## src/rtl/id_ex_stage_reg.sv

```systemverilog
// ID/EX pipeline register: captures decoder control, operands and carry; supports freeze, flush and hazard bubbles.
// Optional macro ID_EX_PERF_CNT_EN adds saturating bubble_cnt/flush_cnt outputs.
module id_ex_stage_reg #(
    parameter int DATA_W     = 32,
    parameter int REG_ADDR_W = 4
) (
    input  logic                  clk,
    input  logic                  rst_n,
    input  logic                  freeze,
    input  logic                  flush,
    input  logic                  hazard,
    input  logic [DATA_W-1:0]     pc_in,
    input  logic [DATA_W-1:0]     val_rn_in,
    input  logic [DATA_W-1:0]     val_rm_in,
    input  logic                  imm_in,
    input  logic [11:0]           shift_operand_in,
    input  logic [23:0]           signed_imm_24_in,
    input  logic [REG_ADDR_W-1:0] dest_in,
    input  logic [REG_ADDR_W-1:0] src1_in,
    input  logic [REG_ADDR_W-1:0] src2_in,
    input  logic [3:0]            exec_cmd_in,
    input  logic                  mem_read_in,
    input  logic                  mem_write_in,
    input  logic                  wb_en_in,
    input  logic                  branch_in,
    input  logic                  s_in,
    input  logic                  carry_in,
    output logic [DATA_W-1:0]     pc_out,
    output logic [DATA_W-1:0]     val_rn_out,
    output logic [DATA_W-1:0]     val_rm_out,
    output logic                  imm_out,
    output logic [11:0]           shift_operand_out,
    output logic [23:0]           signed_imm_24_out,
    output logic [REG_ADDR_W-1:0] dest_out,
    output logic [REG_ADDR_W-1:0] src1_out,
    output logic [REG_ADDR_W-1:0] src2_out,
    output logic [3:0]            exec_cmd_out,
    output logic                  mem_read_out,
    output logic                  mem_write_out,
    output logic                  wb_en_out,
    output logic                  branch_out,
    output logic                  s_out,
    output logic                  carry_out,
`ifdef ID_EX_PERF_CNT_EN
    output logic [15:0]           bubble_cnt,
    output logic [15:0]           flush_cnt,
`endif
    output logic                  valid_out
);

    logic [DATA_W-1:0]     r_pc;
    logic [DATA_W-1:0]     r_val_rn;
    logic [DATA_W-1:0]     r_val_rm;
    logic                  r_imm;
    logic [11:0]           r_shift_operand;
    logic [23:0]           r_signed_imm_24;
    logic [REG_ADDR_W-1:0] r_dest;
    logic [REG_ADDR_W-1:0] r_src1;
    logic [REG_ADDR_W-1:0] r_src2;
    logic [3:0]            r_exec_cmd;
    logic                  r_mem_read;
    logic                  r_mem_write;
    logic                  r_wb_en;
    logic                  r_branch;
    logic                  r_s;
    logic                  r_carry;
    logic                  r_valid;
    logic                  w_bubble;

    assign w_bubble = flush | hazard;

    always_ff @(posedge clk or negedge rst_n) begin
        if (!rst_n) begin
            r_pc            <= '0;
            r_val_rn        <= '0;
            r_val_rm        <= '0;
            r_imm           <= 1'b0;
            r_shift_operand <= '0;
            r_signed_imm_24 <= '0;
            r_dest          <= '0;
            r_src1          <= '0;
            r_src2          <= '0;
            r_exec_cmd      <= '0;
            r_mem_read      <= 1'b0;
            r_mem_write     <= 1'b0;
            r_wb_en         <= 1'b0;
            r_branch        <= 1'b0;
            r_s             <= 1'b0;
            r_carry         <= 1'b0;
            r_valid         <= 1'b0;
        end else if (!freeze) begin
            // A bubble clears every field so no enable can leak downstream.
            if (w_bubble) begin
                r_pc            <= '0;
                r_val_rn        <= '0;
                r_val_rm        <= '0;
                r_imm           <= 1'b0;
                r_shift_operand <= '0;
                r_signed_imm_24 <= '0;
                r_dest          <= '0;
                r_src1          <= '0;
                r_src2          <= '0;
                r_exec_cmd      <= '0;
                r_mem_read      <= 1'b0;
                r_mem_write     <= 1'b0;
                r_wb_en         <= 1'b0;
                r_branch        <= 1'b0;
                r_s             <= 1'b0;
                r_carry         <= 1'b0;
                r_valid         <= 1'b0;
            end else begin
                r_pc            <= pc_in;
                r_val_rn        <= val_rn_in;
                r_val_rm        <= val_rm_in;
                r_imm           <= imm_in;
                r_shift_operand <= shift_operand_in;
                r_signed_imm_24 <= signed_imm_24_in;
                r_dest          <= dest_in;
                r_src1          <= src1_in;
                r_src2          <= src2_in;
                r_exec_cmd      <= exec_cmd_in;
                r_mem_read      <= mem_read_in;
                r_mem_write     <= mem_write_in;
                r_wb_en         <= wb_en_in;
                r_branch        <= branch_in;
                r_s             <= s_in;
                r_carry         <= carry_in;
                r_valid         <= 1'b1;
            end
        end
    end

    assign pc_out            = r_pc;
    assign val_rn_out        = r_val_rn;
    assign val_rm_out        = r_val_rm;
    assign imm_out           = r_imm;
    assign shift_operand_out = r_shift_operand;
    assign signed_imm_24_out = r_signed_imm_24;
    assign dest_out          = r_dest;
    assign src1_out          = r_src1;
    assign src2_out          = r_src2;
    assign exec_cmd_out      = r_exec_cmd;
    assign mem_read_out      = r_mem_read;
    assign mem_write_out     = r_mem_write;
    assign wb_en_out         = r_wb_en;
    assign branch_out        = r_branch;
    assign s_out             = r_s;
    assign carry_out         = r_carry;
    assign valid_out         = r_valid;

`ifdef ID_EX_PERF_CNT_EN
    logic [15:0] r_bubble_cnt;
    logic [15:0] r_flush_cnt;

    always_ff @(posedge clk or negedge rst_n) begin
        if (!rst_n) begin
            r_bubble_cnt <= '0;
            r_flush_cnt  <= '0;
        end else if (!freeze) begin
            if (flush && (r_flush_cnt != '1))
                r_flush_cnt <= r_flush_cnt + 16'd1;
            if (hazard && !flush && (r_bubble_cnt != '1))
                r_bubble_cnt <= r_bubble_cnt + 16'd1;
        end
    end

    assign bubble_cnt = r_bubble_cnt;
    assign flush_cnt  = r_flush_cnt;
`endif

endmodule

```

## config.mk

```make
export PLATFORM = sky130hd
export DESIGN_NAME = id_ex_stage_reg
export DESIGN_NICKNAME = d
export VERILOG_FILES = /design/src/rtl/id_ex_stage_reg.sv
export SDC_FILE = /design/constraint.sdc
export NUM_CORES = 1
export LEC_CHECK = 0
export CELL_PAD_IN_SITES_DETAIL_PLACEMENT = 0
export CELL_PAD_IN_SITES_GLOBAL_PLACEMENT = 1
export CORE_AREA = 4 4 116 229
export DETAILED_ROUTE_END_ITERATION = 12
export DIE_AREA = 0 0 120 233
export PLACE_DENSITY_LB_ADDON = 0.1
export SETUP_SLACK_MARGIN = 0.4
export SLEW_MARGIN = 20
export SYNTH_ARGS = -nofsm -noshare
export SYNTH_HDL_FRONTEND = slang
export SYNTH_SLANG_ARGS = --single-unit
```

## constraint.sdc

```tcl
create_clock -name clk -period 0.8 [get_ports clk]
set_input_delay 0.12 -clock clk [delete_from_list [all_inputs] [get_ports clk]]
set_output_delay 0.12 -clock clk [all_outputs]
set_load 0.02 [all_outputs]
```

==> results.tsv <==
metric	value	unit
status	finished with violations	
violations	hold timing, setup timing	
postPlaceCellArea	0.01022	sq mm
grt_pass1_wl	36.67	mm
grt_overflow	0	
use_met1	0.1767	
firstDrtPassIters	4	
r2r_setup_slack	-130	ps
drv_slew	0	
antenna_left	0	
io_buffer_count	315	
required	680	ps
setup_ws	-315.0	ps
p_int	15.22	mW
root_buffer	clkbuf_16	
peakVddDrop	0.0009787	V
cp_num_cells	1	
timing.fmax	0.8968	GHz
fin_worst_skew	0	ps
fin_crit_sh	1.394	
ys_types	10	
avgViaCountPerCell	4.267	
r2r_start	val_rm_out[18]$_DFFE_PN0N_	
max_cap_violations	0	
place_congestion	0.7547	
dp.cells	1302	
slowest_stage	dfrtp_2	
finalHoldViolCount	156	
min_period	1115	ps
cts_max_level	4	
total_power	20.78	mW
ys_seq_elements	156	
ioPinCount	316	
rows	82	
vias	5858	
cts_sinks	156	
die_w	120	microns
cts_buffers	17	
fill_cells	2396	
fin_cells	1373	
clkTransAtPathRegs	70	ps
p_leak	5.041	nW
crit_type	flip-flop to output port	
synth_nets	835	
finalNetCount	1182	
cp.arrival	1000	ps
rr_worst_depth	5	
cp-end-kind	output port	
synth_cells	675	
drc	0	
top_usage_layer	met2	
initial_core_util	0.2657	
pwr-share-clk	0.381	
clk_latency	430	ps
slowest_delay	430	ps
die-area	0.02796	sq mm
power-per-cell-area	1772	mW/mm^2
rsz0062_at_grt	yes	
critPathMaxFanout	2	
final_util	0.4703	
pwr-share-seq	0.420	
cts_tree	done	
die_h	233	microns
path_cells	buf_6	
dp_hpwl	17.26	mm
hold_ws	-520.8	ps
syn_area	0.006624	sq mm
grt_util_all_layers	0.1757	
grt_use_met3	0.05619	
syn_avg_cell_area	9.813	sq um
drtIter0Drc	223	
setup_tns	-44890	ps
drive_gt1_frac	0.3894	
critPathLaunchType	flip-flop	
grt_use_met2	0.3342	
grt_max_degree	71	
tightest_slew	284.8	ps
ys_warn_count	0	
hold_path.class	input pin to asynchronous set/reset pin	
maxSlewHeadroom	0.8101	
crit_buf_inv	1	
syn_to_final_growth	77.01	%
p_switching	5.555	mW
coreArea	0.02493	sq mm
wl_per_cell	18.05	microns
power_frac_comb	0.200	
drt_wl_total	24.79	mm
grt_pass1_vias	5964	
stdcell_area	0.01173	sq mm
r2r-end	val_rm_out[18]$_DFFE_PN0N_	
path_delay_family	flip-flops	
setup_viol	160	
ys_seq_area_frac	0.5893	
clockBufferDepth	2	
antenna_found_initial	1	
netSwitchingFraction	0.2673	
==> worst reg2reg max path, delay by kind of cell, from the launching register on <==
| kind | cells | cell delay [ps] |
|---|---|---|
| simple gates | 1 | 60 |
| compound gates | 1 | 50 |
| buf+inv | 3 | 320 |
| flops | 1 | 400 |
==> Yosys cell counts (all sizes together) <==
library cell	instances	area [sq um]
nand2b	155	969.7
or2	1	8.760
o21ai	156	780.8
nand2	156	585.6
dfrtp	156	3904
buf	45	352.8
clkbuf	6	22.52
==> layout make-up <==
cell class	instances	area (sq um)	share of cell area
timing repair buffer	378	4188	0.3572
sequential	156	4024	0.3432
multi-input combinational	469	2526	0.2155
clock buffer	20	436.7	0.03724
tap	336	420.4	0.03586
clock inverter	12	125.1	0.01067
antenna	2	5.005	0.0004268
==> per-layer routing <==
layer,part of all wire,vias up,wire (microns)
met5,0,-,0
met4,0.022,0,539
met3,0.067,25,1670
met2,0.57,213,14100
met1,0.34,2757,8482
li1,-,2863,-
==> state kept, by name, indices dropped and copies added (netlist names), 12 cells and up <==
register and count:
pc_out 32, val_rm_out 32, val_rn_out 32, signed_imm_24_out 24
shift_operand_out 12
==> kinds of logic after synthesis <==
| logic type | count (synthesis) | share of synthesized area |
|---|---|---|
| flops | 156 | 0.5893 |
| simple gates | 312 | 0.2361 |
| compound gates | 156 | 0.1179 |
| buf+inv | 51 | 0.05667 |
==> what timing repair did <==
item / CTS / global route
resized for setup: 886 / 69
pin swaps: 35 / 13
gates cloned: 6 / 0
endpoints found under the setup margin: 312 / 312
setup buffers: 13 / 18
endpoints found under the hold margin: 156 / 156
==> worst max path at each step <==
stage                                        end                  startpoint
2_1_floorplan  shift_operand_out[10]$_DFFE_PN0N_                      hazard
3_3_place_gp    shift_operand_out[7]$_DFFE_PN0N_                      hazard
3_5_place_dp          val_rm_out[11]$_DFFE_PN0N_                      hazard
4_1_cts                           val_rn_out[23]  val_rn_out[23]$_DFFE_PN0N_
5_1_grt                              src2_out[1]     src2_out[1]$_DFFE_PN0N_
6_report                          val_rn_out[23]  val_rn_out[23]$_DFFE_PN0N_
==> stage by stage <==
step / hold slack (ps) / setup slack [ps]
after floorplan: -175.6 / -28.36
after global placement: -70.96 / -574.5
after detailed placement: -71.14 / -584.3
after CTS: -546.1 / -356.9
after global routing: -547.1 / -357.7
final: -520.8 / -315.0
==> power by group through the flow <==
stage | Clock [mW] | Combinational, mW | Sequential (mW)
3_3_place_gp | 0 | 3.71 | 8.75
5_1_grt | 8.48 | 4.46 | 8.77
2_1_floorplan | 0 | 0.990 | 9.30
3_5_place_dp | 0 | 3.71 | 8.76
4_1_cts | 8.24 | 4.05 | 8.71
6_report | 7.91 | 4.15 | 8.72
==> layout by cell type, fill, tap and decap left out, types with 3 or more instances in the layout <==
cell | netlist | final
buf_12 | 0 | 9
o21ai_1 | 121 | 128
dfrtp_1 | 156 | 60
clkbuf_1 | 6 | 3
buf_8 | 0 | 3
nand2b_1 | 155 | 155
buf_6 | 16 | 183
dfrtp_2 | 0 | 96
o21ai_2 | 0 | 28
clkinvlp_4 | 0 | 3
clkinv_2 | 0 | 5
nand2_2 | 0 | 24
nand2_1 | 156 | 131
buf_4 | 11 | 21
clkbuf_16 | 0 | 17
buf_16 | 0 | 7
clkdlybuf4s50_1 | 0 | 155
Power figures use the tool's default switching activity.
